File: config.mk
export PLATFORM = sky130hd
export DESIGN_NAME = guitar_io_bridge
export DESIGN_NICKNAME = d
export VERILOG_FILES = /design/src/rtl/guitar_io_bridge_pkg.sv /design/src/rtl/guitar_io_bridge_sync_fifo.sv /design/src/rtl/guitar_io_bridge.sv
export SDC_FILE = /design/constraint.sdc
export NUM_CORES = 1
export LEC_CHECK = 0
export BUFFER_PORTS_ARGS = -buffer_cell sky130_fd_sc_hd__buf_4
export CORE_ASPECT_RATIO = 2
export CORE_MARGIN = 2
export CORE_UTILIZATION = 53
export CTS_CLUSTER_DIAMETER = 80
export DETAILED_ROUTE_END_ITERATION = 10
export GPL_TIMING_DRIVEN = 0
export PLACE_DENSITY = 0.8
export SKIP_LAST_GASP = 1
export SLEW_MARGIN = 20
export SYNTH_ARGS = -nofsm -noshare
export SYNTH_HDL_FRONTEND = slang
export SYNTH_HIERARCHICAL = 1
export SYNTH_SLANG_ARGS = --single-unit
File: constraint.sdc
create_clock -name clock -period 4.47 [get_ports clock]
set_input_delay 0.6705 -clock clock [delete_from_list [all_inputs] [get_ports clock]]
set_output_delay 0.6705 -clock clock [all_outputs]
set_load 0.03 [all_outputs]
File: src/rtl/guitar_io_bridge_pkg.sv
// Shared definitions for the Guitar Hero I/O bridge: register offsets,
// STATUS/EVENT/CTRL bit positions, the load-source selector and the event packer.
package guitar_io_bridge_pkg;

  localparam logic [3:0] OFF_STATUS = 4'h0;
  localparam logic [3:0] OFF_EVENT  = 4'h1;
  localparam logic [3:0] OFF_TICK   = 4'h2;
  localparam logic [3:0] OFF_SCORE  = 4'h3;
  localparam logic [3:0] OFF_CTRL   = 4'h4;

  localparam int ST_EMPTY = 8;
  localparam int ST_FULL  = 9;
  localparam int ST_OVF   = 10;

  localparam int CTRL_CLR_OVF  = 0;
  localparam int CTRL_CLR_TICK = 1;

  localparam int EV_VALID    = 31;
  localparam int EV_TICK_LSB = 8;
  localparam int EV_MASK_LSB = 0;

  typedef enum logic [1:0] {
    SRC_NONE,
    SRC_RAM,
    SRC_IO
  } rd_src_e;

  // Event word: valid flag, 7 reserved zeros, tick stamp, lane hit mask.
  function automatic logic [31:0] make_event(input logic [15:0] tick, input logic [7:0] mask);
    return {1'b1, 7'b0, tick, mask};
  endfunction

endpackage

File: src/rtl/guitar_io_bridge_sync_fifo.sv
// Synchronous FIFO with combinational head data; pops on empty and pushes on
// full (without a simultaneous pop) are ignored.
module sync_fifo #(
  parameter int WIDTH = 32,
  parameter int DEPTH = 8
) (
  input  logic                   clock,
  input  logic                   reset,
  input  logic                   push,
  input  logic                   pop,
  input  logic [WIDTH-1:0]       wdata,
  output logic [WIDTH-1:0]       head,
  output logic                   full,
  output logic                   empty,
  output logic [$clog2(DEPTH):0] count
);

  localparam int AW = $clog2(DEPTH);
  localparam logic [AW:0] FULL_CNT = (AW + 1)'(DEPTH);

  logic [WIDTH-1:0] mem [DEPTH];
  logic [AW-1:0]    rd_ptr;
  logic [AW-1:0]    wr_ptr;
  logic             do_push;
  logic             do_pop;

  assign empty   = (count == '0);
  assign full    = (count == FULL_CNT);
  assign do_pop  = pop & ~empty;
  // A pop frees the slot the concurrent push needs, so full+push+pop proceeds.
  assign do_push = push & (~full | do_pop);
  assign head    = empty ? '0 : mem[rd_ptr];

  // NOTE: storage is not reset; only the pointers and count define what is valid.
  always_ff @(posedge clock) begin
    if (do_push) mem[wr_ptr] <= wdata;
  end

  always_ff @(posedge clock or posedge reset) begin
    if (reset) begin
      rd_ptr <= '0;
      wr_ptr <= '0;
      count  <= '0;
    end else begin
      if (do_push) wr_ptr <= wr_ptr + 1'b1;
      if (do_pop)  rd_ptr <= rd_ptr + 1'b1;
      case ({do_push, do_pop})
        2'b10:   count <= count + 1'b1;
        2'b01:   count <= count - 1'b1;
        default: count <= count;
      endcase
    end
  end

endmodule

File: src/rtl/guitar_io_bridge.sv
// Memory-mapped bridge between the processor dmem port, RAM and the guitar
// peripherals: synchronisers, strum debounce, tick counter, score and hit-event FIFO.
module guitar_io_bridge
  import guitar_io_bridge_pkg::*;
#(
  parameter int         LANES      = 4,
  parameter int         ADDR_W     = 12,
  parameter int         FIFO_DEPTH = 8,
  parameter int         DEB_CYCLES = 16,
  parameter logic [3:0] IO_PAGE    = 4'hF
) (
  input  logic              clock,
  input  logic              reset,
  input  logic [31:0]       address_dmem,
  input  logic [31:0]       data,
  input  logic              wren,
  output logic [31:0]       q_dmem,
  output logic [ADDR_W-1:0] ram_addr,
  output logic              ram_wEn,
  output logic [31:0]       ram_dataIn,
  input  logic [31:0]       ram_dataOut,
  input  logic [LANES-1:0]  buttons,
  input  logic [LANES-1:0]  intersections,
  input  logic              strum,
  input  logic              gameclk,
  output logic [31:0]       score,
  output logic              irq_event
);

  localparam int DEB_W = $clog2(DEB_CYCLES) + 1;
  localparam logic [DEB_W-1:0] DEB_LAST = DEB_W'(DEB_CYCLES - 1);

  logic [LANES-1:0] btn_s1, btn_sync;
  logic [LANES-1:0] int_s1, int_sync;
  logic             strum_s1, strum_sync;
  logic             gclk_s1, gclk_sync, gclk_prev;

  logic             deb_level;
  logic [DEB_W-1:0] deb_cnt;
  logic             deb_accept;

  logic [31:0] tick_q;
  logic [31:0] score_q;
  logic        ovf_q;
  logic        irq_q;
  rd_src_e     rd_src_q;
  logic [31:0] io_rdata_q;

  logic        io_sel;
  logic [3:0]  offset;
  logic        io_wr;
  logic        ctrl_wr;
  logic        ev_pop;
  logic        ev_push;
  logic [31:0] ev_word;
  logic [31:0] io_rdata;

  logic [31:0]                   fifo_head;
  logic                          fifo_full;
  logic                          fifo_empty;
  logic [$clog2(FIFO_DEPTH):0]   fifo_count;
  logic                          unused_ok;

  assign unused_ok = ^{address_dmem[31:ADDR_W], fifo_count};

  assign io_sel     = (address_dmem[ADDR_W-1 -: 4] == IO_PAGE);
  assign offset     = address_dmem[3:0];
  assign io_wr      = io_sel & wren;
  assign ctrl_wr    = io_wr & (offset == OFF_CTRL);
  assign ev_pop     = io_sel & ~wren & (offset == OFF_EVENT);
  assign ram_addr   = address_dmem[ADDR_W-1:0];
  assign ram_wEn    = wren & ~io_sel;
  assign ram_dataIn = data;
  assign score      = score_q;
  assign irq_event  = irq_q;

  always_ff @(posedge clock or posedge reset) begin
    if (reset) begin
      btn_s1     <= '0;
      btn_sync   <= '0;
      int_s1     <= '0;
      int_sync   <= '0;
      strum_s1   <= 1'b0;
      strum_sync <= 1'b0;
      gclk_s1    <= 1'b0;
      gclk_sync  <= 1'b0;
      gclk_prev  <= 1'b0;
    end else begin
      // NOTE: non-blocking assignments keep each flop stage one cycle behind the previous.
      btn_s1     <= buttons;
      btn_sync   <= btn_s1;
      int_s1     <= intersections;
      int_sync   <= int_s1;
      strum_s1   <= strum;
      strum_sync <= strum_s1;
      gclk_s1    <= gameclk;
      gclk_sync  <= gclk_s1;
      gclk_prev  <= gclk_sync;
    end
  end

  // The cycle in which the counter shows DEB_CYCLES-1 is the DEB_CYCLES-th stable one.
  assign deb_accept = (strum_sync != deb_level) && (deb_cnt == DEB_LAST);
  assign ev_push    = deb_accept & strum_sync;
  assign ev_word    = make_event(tick_q[15:0], 8'(btn_sync & int_sync));

  always_ff @(posedge clock or posedge reset) begin
    if (reset) begin
      deb_level <= 1'b0;
      deb_cnt   <= '0;
    end else if (strum_sync == deb_level) begin
      deb_cnt <= '0;
    end else if (deb_accept) begin
      deb_level <= strum_sync;
      deb_cnt   <= '0;
    end else begin
      deb_cnt <= deb_cnt + 1'b1;
    end
  end

  sync_fifo #(
    .WIDTH (32),
    .DEPTH (FIFO_DEPTH)
  ) u_fifo (
    .clock (clock),
    .reset (reset),
    .push  (ev_push),
    .pop   (ev_pop),
    .wdata (ev_word),
    .head  (fifo_head),
    .full  (fifo_full),
    .empty (fifo_empty),
    .count (fifo_count)
  );

  always_ff @(posedge clock or posedge reset) begin
    if (reset) begin
      tick_q  <= '0;
      score_q <= '0;
      ovf_q   <= 1'b0;
      irq_q   <= 1'b0;
    end else begin
      if (ctrl_wr && data[CTRL_CLR_TICK])  tick_q <= '0;
      else if (gclk_sync && !gclk_prev)    tick_q <= tick_q + 1'b1;
      if (io_wr && offset == OFF_SCORE)    score_q <= data;
      if (ev_push && fifo_full && !ev_pop) ovf_q <= 1'b1;
      else if (ctrl_wr && data[CTRL_CLR_OVF]) ovf_q <= 1'b0;
      irq_q <= ~fifo_empty;
    end
  end

  // NOTE: every variable gets a default first so no path leaves a latch behind.
  always_comb begin
    io_rdata = '0;
    case (offset)
      OFF_STATUS: begin
        io_rdata[LANES-1:0] = btn_sync;
        io_rdata[ST_EMPTY]  = fifo_empty;
        io_rdata[ST_FULL]   = fifo_full;
        io_rdata[ST_OVF]    = ovf_q;
      end
      OFF_EVENT: io_rdata = fifo_head;
      OFF_TICK:  io_rdata = tick_q;
      OFF_SCORE: io_rdata = score_q;
      default:   io_rdata = '0;
    endcase
  end

  always_ff @(posedge clock or posedge reset) begin
    if (reset) begin
      rd_src_q   <= SRC_NONE;
      io_rdata_q <= '0;
    end else begin
      rd_src_q   <= io_sel ? SRC_IO : SRC_RAM;
      io_rdata_q <= io_rdata;
    end
  end

  always_comb begin
    q_dmem = '0;
    case (rd_src_q)
      SRC_IO:  q_dmem = io_rdata_q;
      SRC_RAM: q_dmem = ram_dataOut;
      default: q_dmem = '0;
    endcase
  end

endmodule

==> results.txt <==
Status = finished, final reports clean
Crit path time final = 3820 ps
Htree depth = 2
Setup TNS = 0 ps
Antenna Cells = 0
Post_cts resized = 0
Worst clock skew = 17.8 ps
Worst reg2reg path endpoint = u_fifo/mem[0][14]$_DFFE_PP_
Layout cell share with drive strength beyond 1 = 0.315
WL met1 = 14000 µm
Initial antenna violation count = 0
Critical Path Sink Type = flop
TritonCTS Sinks = 393
Critical Path RT = 4680 ps
Cts hold-fix bufs = 0
Placer Congestion = 0.900
Clock root buffer = clkbuf_16
Vias/cell = 5.97
Synth Warn # = 6
Clk Latency, worst-skew pair = 520 ps
Post-synth top flop = edfxtp_1
Sequential share of the synthesized area = 0.679
P&R area growth vs syn = 23.5%
Path type of the worst setup path = in -> reg
Starting Density = 0.535
CTS tree = built
Worst-path maximum fanout = 12
Routed wl met2 = 21200 µm
Rows = 91
Wirelength per Cell = 23.5 µm
RSZ-0062 raised after global routing = false
Global route overflow = 0
DR vias = 10.6k
Power Density = 411 mW/mm²
CTS Buffer Depth = 3
Final Hold Viols = 0
Syn Std Cell Area = 0.0164 mm²
Detailed Place HPWL = 28500 µm
Top-level port count = 219
DR iter-0 viols = 1067
Port bufs = 194
Post-Route WL = 41500 µm
Final nets = 1490
Die Wd = 128 µm
Total GRT Usage = 0.260
Post-synth EDFFs = 256
Design Area, Final = 0.0202 mm²
Layout fillers = 2076
R2r startpoint = deb_cnt[0]$_DFF_PP0_
Post-Syn Area per Cell = 15.8 µm²
ANT nets after route = 0
FF-to-FF setup slack = 970 ps
Startpoint types = input pin
Reg clk slew, reported paths = 70 ps
CP Data Arrival Time = 4030 ps
Final setup viols = 0
Ys async rst share = 0.349
Multi-input gate area = 0.00495 mm²
Max-slew violation count = 0
FF+latch area = 0.0111 mm²
Fmax = 262 MHz
Worst-Margin Slew = 1170 ps
Post-CTS Setup Bufs = 0
Yosys reg bits = 393
IR drop worst, VDD = 0.397 mV
Vias in the first global route = 10.7k
Slew headroom = 0.208
First-pass GRT wire length = 62300 µm
Unique masters post-synth = 53
Tcrit/Tclk final = 0.855
Die Ht = 253 µm
Syn Inst Count = 1037
Maxcap violations = 0
P_leak = 8.09 nW
Hold WC Path Type = in -> async
Largest net degree at the start of global routing = 83
Placed cell areas = 0.0190 mm²
DIE AREA = 0.0324 mm²
Core ar. = 0.0306 mm²
Met3 wire length = 4000 µm
Remaining DRCs = 0
DRT Pass-1 Iters = 9
CTS buffer count = 34
Highest metal used = met4
FF-to-FF path depth = 7
==> layout by cell type, fill, tap and decap left out, types with 4 or more instances in the layout <==
cell       instances
xnor2_1           11
nor2_4             6
clkbuf_16         40
buf_8              4
a222oi_1          32
o21ai_0           12
dfrtp_1          137
nand2_1           43
mux4_2            64
nand3_1           10
conb_1            96
mux2_2            34
buf_12             4
buf_2             15
nor4_1             4
ha_1               8
o31ai_1            9
edfxtp_1         256
or4_1             10
nand4_1           11
buf_4            245
bufinv_16          6
inv_1             39
a21oi_1           19
a22oi_1           32
clkbuf_1          35
or3_1              9
and4_1             6
and3_1             4
nand2b_1          10
mux2i_1           38
clkinv_1           4
and2_1             6
xor2_1             7
buf_1              4
nor2_1            81
nor4b_1            4
==> report_power, final <==
group / internal (mW) / leakage, nW / switching (mW)
Combinational: 0.325 / 3.46 / 0.418
Clock: 1.98 / 0.614 / 1.28
Sequential: 4.08 / 4.02 / 0.242
==> sequential cells by signal, indices dropped and copies added, names as in the netlist, 2 cells and up <==
signal	cells
btn_s1	4
btn_sync	4
deb_cnt	5
int_s1	4
int_sync	4
io_rdata_q	32
rd_src_q	2
score	32
tick_q	32
u_fifo/count	4
u_fifo/mem	256
u_fifo/rd_ptr	3
u_fifo/wr_ptr	3
==> area by class of cell <==
type | instances | area share
sequential | 393 | 0.550
timing repair buffer | 205 | 0.0830
clock buffer | 47 | 0.0513
buffer | 100 | 0.0293
clock inverter | 15 | 0.0112
multi-input combinational | 598 | 0.245
inverter | 40 | 0.00767
tap | 372 | 0.0230
==> worst max path at each step <==
stage | start | depth (start not counted) | slack (ps) | endpoint
2_1_floorplan | reset | 1 | 420 | btn_s1[0]$_DFF_PP0_
3_3_place_gp | address_dmem[3] | 9 | -1340 | u_fifo/mem[2][14]$_DFFE_PP_
3_5_place_dp | address_dmem[3] | 10 | 220 | u_fifo/mem[0][18]$_DFFE_PP_
4_1_cts | address_dmem[3] | 10 | 710 | u_fifo/mem[0][12]$_DFFE_PP_
5_1_grt | address_dmem[3] | 10 | 560 | u_fifo/mem[0][16]$_DFFE_PP_
6_report | address_dmem[3] | 10 | 650 | u_fifo/mem[0][14]$_DFFE_PP_
==> worst max-delay path, stage by stage <==
cell	delay (ps)
buf_4	140
nor4b_1	1000
nand2_1	140
nor2_1	170
buf_4	200
nand2b_1	150
o21a_1	210
nand2b_1	300
nor3_4	760
buf_8	280
==> synthesized netlist by cell type (2+ instances only) <==
library cell / count / area [µm²]
nor4b_1: 4 / 35.0
nand3_1: 10 / 50.1
a222oi_1: 32 / 320
nor2b_1: 3 / 18.8
and3_1: 4 / 25.0
a22oi_1: 32 / 240
inv_1: 40 / 150
buf_2: 15 / 75.1
nor3_1: 4 / 20.0
nand2b_1: 10 / 62.6
buf_1: 4 / 15.0
clkbuf_1: 29 / 109
buf_4: 51 / 383
or3_1: 9 / 56.3
xnor2_1: 11 / 96.3
o21ai_0: 12 / 60.1
nor2_1: 87 / 327
and4_1: 6 / 52.6
mux2_2: 34 / 383
nor4_1: 5 / 31.3
conb_1: 2 / 7.51
nand4_1: 11 / 68.8
nand2_1: 43 / 161
ha_1: 8 / 100
nor3b_1: 2 / 15.0
o211ai_1: 2 / 15.0
xor2_1: 7 / 61.3
dfrtp_1: 137 / 3430
or4_1: 10 / 75.1
mux4_2: 64 / 1440
and2_1: 6 / 37.5
o21a_1: 2 / 15.0
edfxtp_1: 256 / 7690
o31ai_1: 9 / 67.6
a21oi_1: 19 / 95.1
nand4b_1: 3 / 26.3
mux2i_1: 38 / 380
==> per-stage QoR <==
| stage | util | setup slack [ps] | total power, mW | std cells | hold slack (ps) |
|---|---|---|---|---|---|
| CTS | 0.660 | 713 | 8.35 | 1770 | 179 |
| global placement | 0.609 | -1340 | 5.08 | 1697 | 332 |
| floorplan | - | 415 | 4.76 | 1131 | 331 |
| finish | 0.660 | 649 | 8.32 | 1770 | 169 |
| detailed placement | 0.619 | 222 | 5.12 | 1708 | 336 |
| global route | 0.660 | 557 | 8.57 | 1770 | 202 |
==> kinds of logic after synthesis <==
kind of cell               Yosys count  synth area share
AOI/OAI and AO/OA                  114            0.0538
xor gates and xnor gates            18           0.00963
adders and majority gates            9           0.00734
buffers and inverters              140            0.0454
DFF                                393             0.679
muxes                              137             0.136
other                                2          0.000459
and+or+nand+nor                    224            0.0689
==> layer usage <==
layer	vias to the layer above	global-route usage
met4	0	0.132
met5	-	0
met3	138	0.0447
li1	4512	-
met1	5227	0.317
met2	698	0.443
Note: power is estimated with default switching activity, not from simulation.
